<file path="src/rtl/aes_pkg.sv">
// Shared AES constants and helpers:
// mode codes, per-mode key/round counts, xtime.
package aes_pkg;

  localparam logic [1:0] AES_128 = 2'b00;
  localparam logic [1:0] AES_192 = 2'b01;
  localparam logic [1:0] AES_256 = 2'b10;

  localparam logic [7:0] RCON_INIT = 8'h01;

  typedef enum logic [1:0] {
    ST_IDLE,
    ST_GEN,
    ST_DONE
  } ks_state_t;

  function automatic logic [3:0] nk_of(
    input logic [1:0] mode
  );
    case (mode)
      AES_128: return 4'd4;
      AES_192: return 4'd6;
      AES_256: return 4'd8;
      default: return 4'd0;
    endcase
  endfunction

  function automatic logic [3:0] nr_of(
    input logic [1:0] mode
  );
    case (mode)
      AES_128: return 4'd10;
      AES_192: return 4'd12;
      AES_256: return 4'd14;
      default: return 4'd0;
    endcase
  endfunction

  function automatic logic [7:0] xtime(
    input logic [7:0] b
  );
    return {b[6:0], 1'b0} ^ (b[7] ? 8'h1b : 8'h00);
  endfunction

endpackage

</file>
<file path="src/rtl/aes_sbox.sv">
// Combinational AES S-box: GF(2^8) inverse
// (x^254) followed by the affine transform.
module aes_sbox
  import aes_pkg::*;
(
  input  logic [7:0] a,
  output logic [7:0] s
);

  function automatic logic [7:0] gmul(
    input logic [7:0] x,
    input logic [7:0] y
  );
    logic [7:0] p;
    logic [7:0] m;
    p = 8'h00;
    m = x;
    for (int b = 0; b < 8; b++) begin
      if (y[b]) p = p ^ m;
      m = xtime(m);
    end
    return p;
  endfunction

  logic [7:0] sq;
  logic [7:0] inv;

  // inverse as x^(2+4+...+128); zero maps to zero
  always_comb begin
    sq  = a;
    inv = 8'h01;
    for (int k = 1; k < 8; k++) begin
      sq  = gmul(sq, sq);
      inv = gmul(inv, sq);
    end
  end

  assign s = inv
           ^ {inv[6:0], inv[7]}
           ^ {inv[5:0], inv[7:6]}
           ^ {inv[4:0], inv[7:5]}
           ^ {inv[3:0], inv[7:4]}
           ^ 8'h63;

endmodule

</file>
<file path="src/rtl/aes_key_schedule.sv">
// AES-128/192/256 key expansion, one word per
// cycle, round keys written as 128-bit strobes.
module aes_key_schedule
  import aes_pkg::*;
#(
  parameter int MAX_NK    = 8,
  parameter int ADDR_W    = 4,
  parameter int ADDR_BASE = 1
) (
  input  logic              clk,
  input  logic              rst,
  input  logic              key_in_valid,
  output logic              key_in_ready,
  input  logic [1:0]        key_in_mode,
  input  logic [255:0]      key_in,
  output logic              key_err,
  output logic              rk_valid,
  output logic [ADDR_W-1:0] rk_addr,
  output logic [127:0]      rk_data,
  output logic              key_loaded
);

  localparam logic [3:0] NK_MAX = 4'(MAX_NK);

  ks_state_t state, state_nxt;

  logic             accept;
  logic             mode_ok;
  logic [255:0]     key_sh;
  logic [7:0][31:0] hist;
  logic [95:0]      acc;
  logic [3:0]       nk_r;
  logic [5:0]       idx;
  logic [5:0]       last_idx;
  logic [2:0]       phase;
  logic [7:0]       rcon;
  logic [31:0]      prev;
  logic [31:0]      back;
  logic [31:0]      sub_in;
  logic [31:0]      sub_out;
  logic [31:0]      t;
  logic [31:0]      w_new;

  assign key_in_ready = (state == ST_IDLE)
                     || (state == ST_DONE);
  assign accept  = key_in_valid && key_in_ready;
  assign mode_ok = (key_in_mode != 2'b11)
                && (nk_of(key_in_mode) <= NK_MAX);

  assign prev   = hist[0];
  assign back   = hist[3'(nk_r - 4'd1)];
  assign sub_in = (phase == 3'd0)
                ? {prev[23:0], prev[31:24]} : prev;

  for (genvar g = 0; g < 4; g++) begin : g_sub
    aes_sbox u_sbox (
      .a (sub_in[8*g +: 8]),
      .s (sub_out[8*g +: 8])
    );
  end

  // next schedule word from the history window
  always_comb begin
    t = prev;
    unique case (1'b1)
      (phase == 3'd0):
        t = sub_out ^ {rcon, 24'h0};
      (nk_r == 4'd8 && phase == 3'd4):
        t = sub_out;
      default: ;
    endcase
    if (idx < {2'b00, nk_r}) w_new = key_sh[255:224];
    else                     w_new = back ^ t;
  end

  // state register
  always_ff @(posedge clk or posedge rst) begin
    if (rst) state <= ST_IDLE;
    else     state <= state_nxt;
  end

  // next-state logic
  always_comb begin
    state_nxt = state;
    case (state)
      ST_IDLE, ST_DONE:
        if (accept && mode_ok) state_nxt = ST_GEN;
      ST_GEN:
        if (idx == last_idx) state_nxt = ST_DONE;
      default: state_nxt = ST_IDLE;
    endcase
  end

  // key latch, word generation and round-key output
  always_ff @(posedge clk or posedge rst) begin
    if (rst) begin
      key_sh     <= '0;
      hist       <= '0;
      acc        <= '0;
      nk_r       <= '0;
      idx        <= '0;
      last_idx   <= '0;
      phase      <= '0;
      rcon       <= '0;
      key_err    <= 1'b0;
      rk_valid   <= 1'b0;
      rk_addr    <= '0;
      rk_data    <= '0;
      key_loaded <= 1'b0;
    end else begin
      rk_valid <= 1'b0;
      key_err  <= 1'b0;
      if (accept) begin
        if (mode_ok) begin
          key_sh     <= key_in;
          nk_r       <= nk_of(key_in_mode);
          last_idx   <= {nr_of(key_in_mode), 2'b11};
          idx        <= '0;
          phase      <= '0;
          rcon       <= RCON_INIT;
          key_loaded <= 1'b0;
        end else begin
          key_err <= 1'b1;
        end
      end else if (state == ST_GEN) begin
        key_sh <= key_sh << 32;
        hist   <= {hist[6:0], w_new};
        acc    <= {acc[63:0], w_new};
        idx    <= idx + 6'd1;
        if (phase == 3'(nk_r - 4'd1)) phase <= '0;
        else                          phase <= phase + 3'd1;
        if (phase == 3'd0 && idx >= {2'b00, nk_r})
          rcon <= xtime(rcon);
        if (idx[1:0] == 2'b11) begin
          rk_valid <= 1'b1;
          rk_data  <= {acc, w_new};
          rk_addr  <= ADDR_W'(ADDR_BASE)
                    + ADDR_W'(idx[5:2]);
        end
        if (idx == last_idx) key_loaded <= 1'b1;
      end
    end
  end

endmodule

</file>
<file path="config.mk">
export PLATFORM = sky130hd
export DESIGN_NAME = aes_key_schedule
export DESIGN_NICKNAME = d
export VERILOG_FILES = /design/src/rtl/aes_pkg.sv /design/src/rtl/aes_sbox.sv /design/src/rtl/aes_key_schedule.sv
export SDC_FILE = /design/constraint.sdc
export NUM_CORES = 2
export LEC_CHECK = 0
export BUFFER_PORTS_ARGS = -buffer_cell sky130_fd_sc_hd__buf_2
export CORE_MARGIN = 5
export CORE_UTILIZATION = 40
export CTS_CLUSTER_DIAMETER = 80
export DETAILED_ROUTE_END_ITERATION = 8
export SLEW_MARGIN = 0
export SYNTH_ARGS = -nofsm -noshare
export SYNTH_HDL_FRONTEND = slang
export SYNTH_SLANG_ARGS = --single-unit
</file>
<file path="constraint.sdc">
create_clock -name clk -period 45 [get_ports clk]
set_input_delay 4.5 -clock clk [delete_from_list [all_inputs] [get_ports clk]]
set_output_delay 4.5 -clock clk [all_outputs]
set_load 0.01 [all_outputs]
</file>
==> summary.txt <==
Clocking
  – Clock tree from TritonCTS: done
  – Max clock buf depth: 3
  – Total number of H-tree levels: 3
  – Hold_buf cts: 0
  – Root buffer selected by CTS: sky130_fd_sc_hd__clkbuf_16
  – CTS buffer count: 75
  – Worst-Skew Late Latency: 0.68 ns
  – Clock transition at the register clock pins on the worst setup and hold paths after CTS: around 0.060 ns
  – CTS Sinks: between 600 and 700
  – Number of gates given a new drive strength after cts: 0
  – Buffer count from post-CTS setup fixing: 0

Synth
  – Post-synthesis cell count: between 10000 and 15000
  – Most area-hungry cell type in the Yosys netlist: sky130_fd_sc_hd__dfrtp_1
  – Avg Synthesized Cell Area: about 7.8 sq um
  – Yosys warning count: 0
  – Top cells by area in the synthesized netlist: sky130_fd_sc_hd__dfrtp_1 20%, sky130_fd_sc_hd__xnor2_1 16%, sky130_fd_sc_hd__nand2_1 10%
  – Fraction of post-synthesis cell area in the top cell type by area: between 10% and 20%
  – Count of flip-flops with a built-in enable after synthesis: 0
  – Unique masters post-synth: ~120
  – Number of storage elements in the synthesis netlist: about 670
  – Async set or reset register ratio after synthesis: between 90% and 100%
  – Net Count, Synth: ~11000
  – Sequential area share after synthesis: 19.5%
  – Most used flip-flop cell after synthesis: sky130_fd_sc_hd__dfrtp_1
  – Cell area after synthesis: between 80000 and 90000 sq um

Routing
  – Count of nets left with antenna violations after detail routing: 0
  – Drt first pass iters: 6
  – Count of vias placed by the detailed router: between 70000 and 80000
  – Wirelength, routed: 282000 um
  – Via density per instance: ~5.6
  – Detailed router's first-iteration violation count: 6488
  – # DRC: 0
  – Routed wire length per instance: roughly 20 um

Timing
  – Relative slew slack: between 10% and 20%
  – Count of final setup violators: 0
  – Setup skew after layout: 0.0311 ns
  – Max frequency: 45.3 MHz
  – Portion of the clock cycle consumed by the worst path in the final layout: approximately 49%
  – Setup TNS after final layout: 0 ns
  – Count of final max-slew check failures: 0
  – Number of hold violations in the final report: 0
  – RSZ-0062 raised after global routing: false
  – Clock period minus final worst setup slack: around 22 ns
  – Worst slew pin tran: 1.33 ns
  – Least setup slack across all paths after layout: between 20 and 25 ns

Global routing
  – GR Util All Layers: 24.1%
  – Vias in the first global route: ~75000
  – Pin count of the biggest net entering global routing: between 200 and 300
  – Wire length of the first global-routing pass: ~440000 um
  – Sum of overflow across all layers after global routing: 0
  – Initial antenna violation count: 54

Critical path
  – Startpoint type of the worst setup path: register
  – Logic depth of the worst path, buffers included: 64
  – Cell at the slowest stage of the critical path: sky130_fd_sc_hd__xor2_1
  – Arrival time worst endpoint: approximately 23 ns
  – Largest fanout of any net on the critical path: 35
  – Required time worst endpoint: 45.59 ns
  – Worst reg-to-reg path cell count: between 60 and 70
  – Crit end category: register
  – Cell family contributing the most delay on the critical path: XOR/XNOR gates
  – Buffering stage count on the worst path with inverters included: 10
  – Most common cell on crit path: sky130_fd_sc_hd__xnor2_1
  – Critical path start-end classification: reg2reg
  – Slowest cell delay on critical path: 0.97 ns

Place
  – Global placement routability congestion: 0.921
  – Port buffer count: ~400
  – DP HPWL: a little over 200000 um
  – Worst slack after detailed placement: 23.25 ns

Die
  – I/O pin cnt: around 400
  – DIE AREA: approximately 230000 sq um
  – Die Y: between 400 and 500 um
  – Row count: 170
  – Core region area: about 210000 sq um
  – Effective utilization at floorplan: roughly 40%
  – Horizontal extent of the die: approximately 470 um

Final layout
  – Syn-to-layout area delta: 8.42%
  – Final nets: around 11000
  – Number of fill cells in the layout: between 20000 and 25000
  – Commonest non-fill, non-tap cell in the layout: sky130_fd_sc_hd__nand2_1
  – Share of layout cells above drive strength 1: between 10 and 15%
  – Leading cell types in the layout, fill and taps excluded: 2336 x sky130_fd_sc_hd__nand2_1, 1517 x sky130_fd_sc_hd__xnor2_1, 1400 x sky130_fd_sc_hd__nor2_1

Worst hold path
  – Hold Path Cell Cnt: 2
  – Class of the worst hold path: reg2reg

Run status
  – Outcome: completed

Flow run
  – Max-cap violations: 0
-- layout make-up --
class | count | area (sq um) | area share [%]
diodes | 25 | 62.6 | 0.0668
clock buffers | 104 | 2170 | 2.32
clock inverters | 33 | 383 | 0.409
inverters | 110 | 423 | 0.452
multi-input cells | 9486 | 66100 | 70.6
flip-flops and latches | 673 | 16800 | 18.0
well taps | 2838 | 3550 | 3.79
repair buffers | 674 | 4110 | 4.39
-- worst reg2reg max path: cells and delay by family, from the launching register on --
family	cells	cell delay, ns
flip-flops	1	0.42
AO/OA/AOI/OAI	14	4.04
buffers and inverters	10	3.21
adder cells (fa/ha/maj)	5	2.37
multiplexers	3	0.87
XOR/XNOR	17	6.98
AND/OR/NAND/NOR	15	4.15
-- routing by layer --
metal  global-route usage, %  up-vias  routed length [um]
met3                    3.50      412               17300
li1                        -    37300                   -
met5                       0        -                 294
met1                    32.4    38000              122000
met4                    7.37       48                9020
met2                    40.2     2504              134000
-- synth_stat cells (178+ instances only) --
cell and n:
sky130_fd_sc_hd__a21oi_1 454, sky130_fd_sc_hd__a31oi_1 295, sky130_fd_sc_hd__clkbuf_1 525, sky130_fd_sc_hd__dfrtp_1 673, sky130_fd_sc_hd__mux2i_1 237, sky130_fd_sc_hd__nand2_1 2339
sky130_fd_sc_hd__nand3_1 178, sky130_fd_sc_hd__nor2_1 1406, sky130_fd_sc_hd__nor3_1 215, sky130_fd_sc_hd__o21ai_0 407, sky130_fd_sc_hd__xnor2_1 1540, sky130_fd_sc_hd__xnor3_1 355
sky130_fd_sc_hd__xor2_1 444
-- final timing paths --
path | end | start | slack (ns)
setup / recovery | prev[26] | phase[0] | 22.92
hold / removal | hist[246] | hist[214] | 0.46
setup reg to reg | prev[26] | phase[0] | 22.92
hold reg to reg | hist[246] | hist[214] | 0.46
max in group asynchronous | key_sh[67] | rst | 37.61
min in group asynchronous | rk_data[124] | rst | 4.04
-- cells by family after synthesis --
group / count (synthesis) / share of synthesized area [%]
simple gates: 4583 / 22.0
xor+xnor: 2553 / 34.4
compound gates: 1960 / 14.4
buf+inv: 879 / 4.32
flops: 673 / 19.5
mux: 356 / 4.91
fa+ha+maj: 34 / 0.490
-- metrics by stage --
stage | instance area [sq um] | hold slack [ns] | utilization (%) | instances
2_1_floorplan | 86300 | 0.439 | - | 11000
3_3_place_gp | 91000 | 0.443 | 42.4 | 13800
3_5_place_dp | 91000 | 0.448 | 42.4 | 13800
4_1_cts | 93500 | 0.458 | 43.6 | 13900
5_1_grt | 93600 | 0.486 | 43.6 | 13900
6_report | 93600 | 0.459 | 43.6 | 13900
-- sequential cells by signal, summed over array words and instances (netlist names), 3 cells and up --
name,cells
hist,223
rcon,8
key_sh,256
prev,31
phase,3
last_idx,4
idx,6
nk_r,3
rk_data,128
rk_addr,4
Power is not shown: default switching activity piles up to over one toggle a cycle in this logic, so the estimate is an artifact.
